<file path="src/rtl/crc5_pkg.sv">
// rtl/crc5_pkg.sv - shared CRC-5 (x^5 + x^3 + 1) types, constants and step function
package crc5_pkg;

  localparam int CRC5_WIDTH = 5;
  localparam logic [CRC5_WIDTH-1:0] CRC5_POLY = 5'b01001;

  typedef logic [CRC5_WIDTH-1:0] crc5_t;

  typedef enum logic [1:0] {
    IDLE    = 2'd0,
    PAYLOAD = 2'd1,
    CRC     = 2'd2
  } crc5_state_t;

  // Feedback x = d ^ r[4] lands in bits 0 and 3, matching the serial generator.
  function automatic crc5_t crc5_step(crc5_t r, logic d);
    logic x;
    x = d ^ r[CRC5_WIDTH-1];
    return {r[CRC5_WIDTH-2:0], 1'b0} ^ (x ? CRC5_POLY : crc5_t'(0));
  endfunction

endpackage

</file>
<file path="src/rtl/crc5_lfsr.sv">
// rtl/crc5_lfsr.sv - serial CRC-5 LFSR with synchronous load and step enable
module crc5_lfsr
  import crc5_pkg::*;
(
  input  logic  clk,
  input  logic  reset_n,
  input  logic  load,
  input  crc5_t init,
  input  logic  en,
  input  logic  d,
  output crc5_t state
);

  always_ff @(posedge clk or negedge reset_n) begin
    if (!reset_n) begin
      state <= '0;
    end else if (load) begin
      state <= init;
    end else if (en) begin
      state <= crc5_step(state, d);
    end
  end

endmodule

</file>
<file path="config.mk">
export PLATFORM = sky130hd
export DESIGN_NAME = crc5_lfsr
export DESIGN_NICKNAME = d
export VERILOG_FILES = /design/src/rtl/crc5_pkg.sv /design/src/rtl/crc5_lfsr.sv
export SDC_FILE = /design/constraint.sdc
export NUM_CORES = 1
export LEC_CHECK = 0
export ABC_AREA = 1
export CORE_AREA = 2 2 39 41
export DETAILED_ROUTE_END_ITERATION = 8
export DIE_AREA = 0 0 41 43
export GPL_TIMING_DRIVEN = 0
export SLEW_MARGIN = 5
export SYNTH_ARGS = -nofsm -noshare
export SYNTH_HDL_FRONTEND = slang
export SYNTH_SLANG_ARGS = --single-unit
</file>
<file path="constraint.sdc">
create_clock -name clk -period 0.88 [get_ports clk]
set_clock_uncertainty 0.05 [all_clocks]
set_input_delay 0.176 -clock clk [delete_from_list [all_inputs] [get_ports clk]]
set_output_delay 0.176 -clock clk [all_outputs]
set_load 0.005 [all_outputs]
</file>
==> summary.md <==
In the routed design, unresolved DRC markers number 0. Summed over all layers, the global routing overflow is 0. The number of cells traversed by the worst register-to-register path works out to 7.

The worst endpoint data arrival time is 1.08 ns. After detailed routing, the total wire length is 704 microns. The total via count in the routed design was 313; the post-DP HPWL was 514 microns.

Summed over all nets, wire length on met3 after detailed routing comes to 49 microns. For the number of fill cells, the log shows 148. The worst pin sits at a relative slew slack of 85.4%. Registers take 125 sq um. The slowest stage of the critical path is the dfrtp_1 cell. The largest registers in the layout are state (5). The number of pins with negative max-slew slack in the final report is 0.

When the netlist entered floorplanning its net count stood at 47. Setup repair after global routing could not meet its margin everywhere. The critical path contains buffers and inverters numbering 2 combined. First-pass iteration count of the detailed router: 2.

Synthesis inferred 5 register bits. The run gives 0 as the number of failing hold endpoints at the final stage. The final critical path takes up 114% of the cycle. STA classifies the critical path endpoint as a flip-flop.

Top routing layer in use: met3. The run gives 0.23 ns as the later-pin clock latency in the skew report. Once the floorplan was initialized, standard cells occupied 20.9% of the core. The worst setup path is launched from a flip-flop. In this run the register-to-register setup slack is -0.12 ns. The multi-input combinational cells in the finished layout cover a total of 153 sq um. The register with the most flip-flops was state. In the final design database the tool counted 71 nets.

By startpoint and endpoint, the worst setup path is classified as reg -> reg. The tools report the overall fraction of global-route tracks in use as 8.59%. The number of clock buffers added by TritonCTS is 3. The post-route netlist has 43.3% of its cells at a drive strength greater than 1. For the final weighted congestion in routability-driven placement, the log shows 0.716. The tools report the reg-to-reg critical path endpoint as state[3].

The cell area after synthesis came out at 289 sq um. After detailed routing, the average wire length per cell comes to 9.26 microns. The number of flip-flops under the largest register name is 5. In the final timing run, aggregate negative setup slack is -0.604 ns. The tightest min-delay check is of the in -> async type.

The die is 43 microns tall. The power per unit of standard cell area is 1480 mW/mm^2. The Yosys step of the flow raised 0 warnings. At the worst endpoint, the required time is 0.95 ns.

Summing the sequential cell areas from Yosys gives 43.3% of the chip area. The number of nets with antenna violations after detailed routing is 0. The family with the most delay on the worst path is flip-flops.

Traced cell by cell, the critical path runs through buf_6, inv_4, nand2_4, nand3_4, nand2_1, nand3_1, nand2_1. Along the worst path, the maximum fanout reaches 2. TritonCTS built the clock tree. The analysis attributes to cell leakage a power of 0.000263 uW. The maximum number of pins on one net before global-route repair was 9; the via count of the first global-routing pass was 281. Input and output buffers added on the ports amount to 13. Synthesis produced a netlist whose cell count is 37. For the number of diodes, the log shows 0. The run gives 1 as the iteration-0 DRC count of the detailed router. After clock tree synthesis, the clock-pin slew on the worst setup and hold paths is 0.04 ns. The die extent in x came out at 41 microns. Setup violations remaining at the end of the flow were counted as 8. The tree built by TritonCTS fans out to 5 sinks. The worst register-to-register path begins at state[4]. The run gives 979 microns as the first-pass GRT wire length. The area of the die came out at 0.00176 sq mm. The checks that failed: setup timing.

The flow ran to the end, but the final reports show violations. Counting stages on the worst path, the most repeated cell is nand2_1. The utilization after layout came out at 38.2%. The minimum setup slack in the final design is -0.123 ns.

The clock passes through at most 2 buffers. Detailed routing placed a total of 360 microns of wire on met2. For this block, wires on met1 add up to 294 microns. The buffer type at the clock tree root was clkbuf_4.

The CTS H-tree depth came out at 1. For the pin with the worst max-slew slack, the measured transition is 0.219 ns. The netlist uses 15 different library cells.

The initial antenna violation count is 0. The post-route minimum period was 1.00 ns; the worst vdd rail ir drop was 0.603 mV. A synthesized cell averages 7.81 sq um. After floorplanning, the core was divided into 14 placement rows. The detailed-route vias per instance was 4.12. The max-capacitance violation count was 0; the placeable core area was 0.00138 sq mm.

The count of boundary I/O pins came out at 15. The run gives 997 MHz as the peak clock frequency supported by timing. The area growth from synthesis to layout is 83.1%. The largest incremental delay on the critical path is 0.38 ns.
==> worst max-delay path by stage <==
| stage | startpoint | to | slack, ns | cells past startpoint |
|---|---|---|---|---|
| after detailed placement | en | state[0] | -0.40 | 4 |
| after CTS | state[2] | state[3] | -0.12 | 7 |
| after global routing | state[4] | state[3] | -0.18 | 7 |
| final | state[4] | state[3] | -0.12 | 7 |
| after floorplan | state[4] | state[3] | -0.006 | 6 |
| after global placement | en | state[0] | -0.39 | 4 |
==> cell usage in the layout, fill, tap and decap left out, types with 2 or more instances in the layout <==
| cell | count |
|---|---|
| clkdlybuf4s50_1 | 7 |
| buf_4 | 3 |
| inv_4 | 3 |
| inv_1 | 3 |
| dfrtp_1 | 5 |
| nand3_1 | 4 |
| buf_2 | 5 |
| nand2_1 | 7 |
| buf_6 | 4 |
| nor2_1 | 2 |
| clkbuf_4 | 3 |
==> cell usage after synthesis <==
master / count / area (sq um)
inv_4: 1 / 6.26
nor2_4: 1 / 11.3
dfrtp_1: 5 / 125
inv_2: 1 / 3.75
inv_1: 5 / 18.8
nand2_1: 9 / 33.8
a22oi_1: 1 / 7.51
nand4_1: 1 / 6.26
o21ai_0: 1 / 5.00
nand3_1: 5 / 25.0
a21oi_1: 1 / 5.00
nor2_1: 3 / 11.3
o22ai_1: 1 / 6.26
o211ai_2: 1 / 12.5
buf_6: 1 / 11.3
==> cells by family after synthesis <==
group                  after synthesis  share of synthesized area [%]
and+or+nand+nor                     19                           30.3
DFF                                  5                           43.3
AOI/OAI and AO/OA                    5                           12.6
buffers and inverters                8                           13.9
==> timing repair <==
item,in CTS,in global routing
pin swaps,3,5
setup endpoints to repair,10,9
gates resized for setup,30,6
buffers inserted,6,1
hold buffers,0,0
==> routing by layer <==
| metal | global-route usage (%) | vias to the layer above |
|---|---|---|
| met3 | 2.09 | 0 |
| met5 | 0 | - |
| met4 | 8.00 | 0 |
| li1 | - | 165 |
| met1 | 9.87 | 141 |
| met2 | 12.2 | 7 |
==> worst register-to-register path, cell delays in order (launching register included) <==
cell,delay (ns)
dfrtp_1,0.38
buf_6,0.13
inv_4,0.06
nand2_4,0.05
nand3_4,0.06
nand2_1,0.05
nand3_1,0.06
nand2_1,0.05
==> power by group <==
group	switching (uW)	internal, uW
registers	15.1	258
clock network	82.9	171
logic	113	142
==> per-stage QoR <==
step / instances / power [uW] / worst slack (ns) / hold slack (ns) / area (sq um)
2_1_floorplan: 37 / 358 / -0.00585 / -0.170 / 289
3_3_place_gp: 66 / 471 / -0.389 / 0.357 / 439
3_5_place_dp: 66 / 472 / -0.400 / 0.359 / 439
4_1_cts: 76 / 783 / -0.121 / 0.108 / 509
5_1_grt: 76 / 833 / -0.179 / 0.122 / 529
6_report: 76 / 782 / -0.123 / 0.109 / 529
==> final cells by class <==
cell class,instances,area share (%)
plain buffers,1,2.13
repair buffers,19,30.3
multi-input cells,24,28.8
well taps,16,3.78
inverters,7,6.38
flip-flops and latches,5,23.6
clock buffers,4,4.96
(Power assumes the default switching activity.)
